===== src/rtl/fetch_prefetch_buffer_if.sv =====
// fetch_prefetch_buffer_if: redirect, instruction-memory and decode handshake signals of the fetch unit
interface fetch_prefetch_buffer_if #(
  parameter int ADDR_W = 10,
  parameter int DATA_W = 16
);
  logic              redirect;
  logic [ADDR_W-1:0] redirect_pc;
  logic              mem_req;
  logic [ADDR_W-1:0] mem_addr;
  logic [DATA_W-1:0] mem_rdata;
  logic              inst_valid;
  logic [DATA_W-1:0] inst;
  logic [ADDR_W-1:0] inst_pc;
  logic              inst_ready;
  modport master (
    input  redirect, redirect_pc, mem_rdata, inst_ready,
    output mem_req, mem_addr, inst_valid, inst, inst_pc
  );
  modport slave (
    output redirect, redirect_pc, mem_rdata, inst_ready,
    input  mem_req, mem_addr, inst_valid, inst, inst_pc
  );
endinterface


===== src/rtl/fetch_prefetch_buffer.sv =====
// fetch_prefetch_buffer: fetch PC, 1-cycle instruction-memory reads and a decode-side FIFO with redirect flush
// Define PREFETCH_BYPASS_EN to forward a response straight to decode when the FIFO is empty.
module fetch_prefetch_buffer #(
  parameter int DEPTH  = 4,
  parameter int ADDR_W = 10,
  parameter int DATA_W = 16
) (
  input logic clk,
  input logic reset,
  fetch_prefetch_buffer_if.master bus
);
  localparam int PW = $clog2(DEPTH);
  logic [ADDR_W-1:0] fetch_pc_q, fetch_pc_d, inflight_pc_q, inflight_pc_d;
  logic              inflight_q, inflight_d, kill_q, kill_d;
  logic [PW:0]       count_q, count_d;
  logic [PW-1:0]     rd_q, rd_d, wr_q, wr_d;
  logic [DATA_W-1:0] fifo_inst_q [DEPTH];
  logic [ADDR_W-1:0] fifo_pc_q [DEPTH];
  logic              resp, byp, head_v, pop, push;
  assign resp   = inflight_q && !kill_q;
  assign head_v = count_q != '0;
`ifdef PREFETCH_BYPASS_EN
  assign byp = resp && !head_v;
`else
  assign byp = 1'b0;
`endif
  assign pop  = head_v && bus.inst_ready;
  assign push = resp && !(byp && bus.inst_ready);
  // Credit counts the in-flight read so a response always finds a free slot.
  assign bus.mem_req    = !reset && !bus.redirect &&
                          (count_q + (PW+1)'(inflight_q) < (PW+1)'(DEPTH));
  assign bus.mem_addr   = fetch_pc_q;
  assign bus.inst_valid = head_v || byp;
  assign bus.inst       = head_v ? fifo_inst_q[rd_q] : byp ? bus.mem_rdata : '0;
  assign bus.inst_pc    = head_v ? fifo_pc_q[rd_q] : byp ? inflight_pc_q : '0;
  always_comb begin
    fetch_pc_d    = bus.redirect ? bus.redirect_pc :
                    bus.mem_req ? fetch_pc_q + ADDR_W'(1) : fetch_pc_q;
    inflight_d    = bus.mem_req;
    inflight_pc_d = bus.mem_req ? fetch_pc_q : inflight_pc_q;
    kill_d        = 1'b0;
    count_d       = bus.redirect ? '0 : count_q + (PW+1)'(push) - (PW+1)'(pop);
    rd_d          = bus.redirect ? '0 : rd_q + PW'(pop);
    wr_d          = bus.redirect ? '0 : wr_q + PW'(push);
  end
  always_ff @(posedge clk) begin
    if (reset) begin
      fetch_pc_q    <= '0;
      inflight_q    <= 1'b0;
      inflight_pc_q <= '0;
      kill_q        <= 1'b0;
      count_q       <= '0;
      rd_q          <= '0;
      wr_q          <= '0;
    end else begin
      fetch_pc_q    <= fetch_pc_d;
      inflight_q    <= inflight_d;
      inflight_pc_q <= inflight_pc_d;
      kill_q        <= kill_d;
      count_q       <= count_d;
      rd_q          <= rd_d;
      wr_q          <= wr_d;
    end
  end
  always_ff @(posedge clk) begin
    if (!reset && !bus.redirect && push) begin
      fifo_inst_q[wr_q] <= bus.mem_rdata;
      fifo_pc_q[wr_q]   <= inflight_pc_q;
    end
  end
endmodule


===== src/flat_wrapper.sv =====
// flat-port wrapper written by rule: the top's interface ports become plain ports
module fetch_prefetch_buffer_flat 
#(
  parameter int DEPTH  = 4,
  parameter int ADDR_W = 10,
  parameter int DATA_W = 16
)
  (clk, reset, bus_redirect, bus_redirect_pc, bus_mem_rdata, bus_inst_ready, bus_mem_req, bus_mem_addr, bus_inst_valid, bus_inst, bus_inst_pc);
  fetch_prefetch_buffer_if #(.ADDR_W(ADDR_W), .DATA_W(DATA_W)) bus_i ();
  input logic clk;
  input logic reset;
  input wire logic [$bits(bus_i.redirect)-1:0] bus_redirect;
  input wire logic [$bits(bus_i.redirect_pc)-1:0] bus_redirect_pc;
  input wire logic [$bits(bus_i.mem_rdata)-1:0] bus_mem_rdata;
  input wire logic [$bits(bus_i.inst_ready)-1:0] bus_inst_ready;
  output wire logic [$bits(bus_i.mem_req)-1:0] bus_mem_req;
  output wire logic [$bits(bus_i.mem_addr)-1:0] bus_mem_addr;
  output wire logic [$bits(bus_i.inst_valid)-1:0] bus_inst_valid;
  output wire logic [$bits(bus_i.inst)-1:0] bus_inst;
  output wire logic [$bits(bus_i.inst_pc)-1:0] bus_inst_pc;
  assign bus_i.redirect = bus_redirect;
  assign bus_i.redirect_pc = bus_redirect_pc;
  assign bus_i.mem_rdata = bus_mem_rdata;
  assign bus_i.inst_ready = bus_inst_ready;
  assign bus_mem_req = bus_i.mem_req;
  assign bus_mem_addr = bus_i.mem_addr;
  assign bus_inst_valid = bus_i.inst_valid;
  assign bus_inst = bus_i.inst;
  assign bus_inst_pc = bus_i.inst_pc;
  fetch_prefetch_buffer #(.DEPTH(DEPTH), .ADDR_W(ADDR_W), .DATA_W(DATA_W)) u_core (.clk(clk), .reset(reset), .bus(bus_i));
endmodule

===== config.mk =====
export PLATFORM = sky130hd
export DESIGN_NAME = fetch_prefetch_buffer_flat
export DESIGN_NICKNAME = d
export VERILOG_FILES = /design/src/rtl/fetch_prefetch_buffer_if.sv /design/src/rtl/fetch_prefetch_buffer.sv /design/src/flat_wrapper.sv
export SDC_FILE = /design/constraint.sdc
export NUM_CORES = 1
export LEC_CHECK = 0
export ABC_AREA = 1
export CAP_MARGIN = 20
export CORE_MARGIN = 4
export CORE_UTILIZATION = 25
export DETAILED_ROUTE_END_ITERATION = 6
export DONT_BUFFER_PORTS = 1
export PLACE_DENSITY = 0.44
export SETUP_SLACK_MARGIN = 0.15
export SLEW_MARGIN = 20
export SYNTH_ARGS = -nofsm -noshare
export SYNTH_HDL_FRONTEND = slang
export SYNTH_SLANG_ARGS = --single-unit

===== constraint.sdc =====
create_clock -name clk -period 2.9 [get_ports clk]
set_input_delay 0.29 -clock clk [delete_from_list [all_inputs] [get_ports clk]]
set_output_delay 0.29 -clock clk [all_outputs]
set_load 0.02 [all_outputs]

==> reports/results.tsv <==
metric	value	unit
Detailed Place HPWL	7980	um
Cells after Synth	501	
Via density	4.33	
Layout area overhead	24.0	%
Min Clock Period, post-route	2.41	ns
Fin Clk Skew	0.00635	ns
Rel. slew slack	43.5	%
R2R Setup Slk	1.00	ns
Die X	156	um
Setup crit start kind	register	
Setup TNS Final	0	ns
Final Cycle Share	83.0	%
worst min-delay path class	primary input to register	
crit path max-delay cell type	inv_2	
Gate power share	4.8	%
Fill cells	2169	
Netlist cell types	29	
CTS buffer count	17	
Final Worst Setup Slack	0.494	ns
pre-CTS WS	0.885	ns
hold worst-path end	u_core.count_q[2]	
sequential share of power	45.6	%
TritonRoute pass-1 iters	4	
unrepaired setup endpoints after global routing	no	
Placement Rows	53	
maximum fanout along the worst path	52	
outcome	completed	
Die H	156	um
clock buffer depth	2	
Post-Syn Nets	538	
Post-synth EDFFs	104	
largest net degree at the start of global routing	54	
Total Wirelength	12900	um
clk sinks	132	
n_diodes	0	
most frequent cell after synthesis	nor2_1	
I/O pins	68	
Routability Congestion	0.779	
GRT Max-Usage Layer	met2	
Placed Cells	788	
vias in the first global route	3690	
Final setup viols	0	
final instance area	6760	sq um
# nets final	586	
crit path capture type	output port	
worst reg2reg startpoint	u_core.inflight_q	
die area	24200	sq um
Ys Warns	0	
Hold Fails Final Rpt	0	
sw frac	20.8	%
Mapped Area	5460	sq um
M2 GR Usage	18.0	%
fraction of layout cells with a size suffix above 1	16.0	%
DP Area	5950	sq um
ys async rst share	0	%
Critical Path RT	2.61	ns
cells taking the most area after synthesis	edfxtp_1 (57%), dfxtp_1 (10%), nor2_1 (8.0%), o21ai_0 (5.1%), nand2_1 (3.2%)	
NetSw	0.963	mW
initial antenna violation count	0	
Top FF cell, synth	edfxtp_1	
Slew Limit Fails	0	
Setup Buffers After CTS	0	
DRC Markers	0	
Max rail drop VDD	0.000313	V
GRT met3 Usage	4.13	%
P_int	3.66	mW
sequential fraction of the synthesis area	67.5	%
post-CTS sizing	0	
Clock power frac	49.6	%
crit-path cells	inv_2 -> o21ai_0 -> a21oi_1 -> buf_4	
GR Util met1	13.7	%
clk root buf	clkbuf_16	
GR Util All Layers	11.0	%
Synth top cells by count	nor2_1 (116), edfxtp_1 (104), o21ai_0 (56)	
Arr. time, crit path	2.12	ns
Initial Util	25.7	%
WL per Instance	15.4	um
Synth Area per Inst	10.9	sq um
leading area contributor after synthesis	edfxtp_1	
Slew @ Worst Pin	0.847	ns
CTS clk-pin slew, worst paths	0.06	ns
port bufs	0	
Vias	3621	
crit-path max cell delay	0.61	ns
post-route insts no fill	837	
reg2reg end	u_core.bus.mem_addr[4]	
R2R depth	10	
Setup CP Type	register to output port	
Worst-Skew Late Latency	0.41	ns
Max-Cap Viols	0	
Max Clock Freq	416	MHz
first-pass GRT wire length	20700	um
total gr overflow	0	
H-Tree Depth	4	
Hold Path Stages	3	
P_leak	2.51	nW
DR iter-0 viols	187	
#FFs+latches synth	132	
cts hold-fix bufs	17	
post-synth top area share	57.2	%
TritonCTS clock tree	yes	
hold_sp	reset	
core area	21200	sq um
Pwr Density	684	nW/um^2
Routed Antenna Nets	0	
==> how the worst max path moves through the flow <==
stage	startpoint	to	depth (start not counted)	slack, ns
2_1_floorplan	reset	u_core.fifo_inst_q[0][0]	4	0.005
4_1_cts	u_core.rd_q[0]	bus_inst_pc[2]	4	0.44
3_3_place_gp	u_core.count_q[0]	bus_inst_pc[2]	4	0.93
3_5_place_dp	u_core.rd_q[0]	bus_inst_pc[2]	4	0.88
5_1_grt	u_core.rd_q[0]	bus_inst_pc[2]	4	0.32
6_report	u_core.rd_q[0]	bus_inst_pc[2]	4	0.49
==> cell families (layout without fill, tap and decap cells) <==
group           after synthesis  count (layout)  share of synthesized area, %
compound gates              102             102                          9.98
xor+xnor                      3               3                         0.482
fa+ha+maj                     7               7                          1.61
buf+inv                      62             123                          5.25
flops                       132             132                          67.5
simple gates                195             195                          15.2
==> stage by stage <==
stage                     power [mW]  utilization [%]  hold WS, ns
after floorplan                 2.28                -        0.389
after global placement          2.34             28.1        0.361
after detailed placement        2.35             28.1        0.363
after CTS                       4.68             31.9       0.0200
after global routing            4.80             31.9       0.0427
final                           4.63             31.9       0.0372
==> routing by layer <==
metal  part of all wire [%]  wire length, um  vias to the layer above
met5                      0                0                        -
met4                   0.99              128                        0
met3                    6.3              807                       11
met2                     46             5900                       74
met1                     47             6070                     1727
li1                       -                -                     1809
==> layout by cell type, fill, tap and decap left out, types with 4 or more instances in the layout <==
master         Yosys  layout
dlygate4sd3_1      0      17
o21ai_1            4       4
a21oi_1           31      31
dfxtp_1           28      27
nand2_1           46      46
nand3_1           17      17
bufinv_16          0       5
ha_1               7       7
buf_4              0      36
nor3_2             1       4
inv_1             35      35
nor2_1           116     116
clkbuf_16          0      17
o21ai_2            6       6
edfxtp_1         104     104
o21ai_0           56      56
==> worst max-delay path, delay by kind of cell (launching register included) <==
kind	cells	cell delay (ns)
buffers and inverters	2	0.81
flip-flops	1	0.32
AO/OA/AOI/OAI	2	0.56
==> registers in the layout, summed over array words and instances (netlist names) <==
| signal | count |
|---|---|
| u_core.fifo_inst_q | 64 |
| u_core.inflight_q | 1 |
| u_core.fifo_pc_q | 40 |
| u_core.wr_q | 2 |
| u_core.bus.mem_addr | 10 |
| u_core.rd_q | 2 |
| u_core.inflight_pc_q | 10 |
| u_core.count_q | 3 |
==> cell type report <==
class                   count  area, sq um  share of cell area (%)
clock inverters            14          210                    3.11
multi-input cells         307         1510                    22.3
well taps                 275          344                    5.09
flip-flops and latches    132         3680                    54.5
repair buffers             53          440                    6.51
inverters                  38          143                    2.11
clock buffers              18          429                    6.35
==> power groups by stage <==
stage	registers [mW]	clock network (mW)	logic, mW
3_3_place_gp	2.15	0	0.195
6_report	2.11	2.30	0.223
2_1_floorplan	2.14	0	0.141
4_1_cts	2.11	2.34	0.228
3_5_place_dp	2.15	0	0.197
5_1_grt	2.11	2.43	0.251
(Power assumes the default switching activity.)
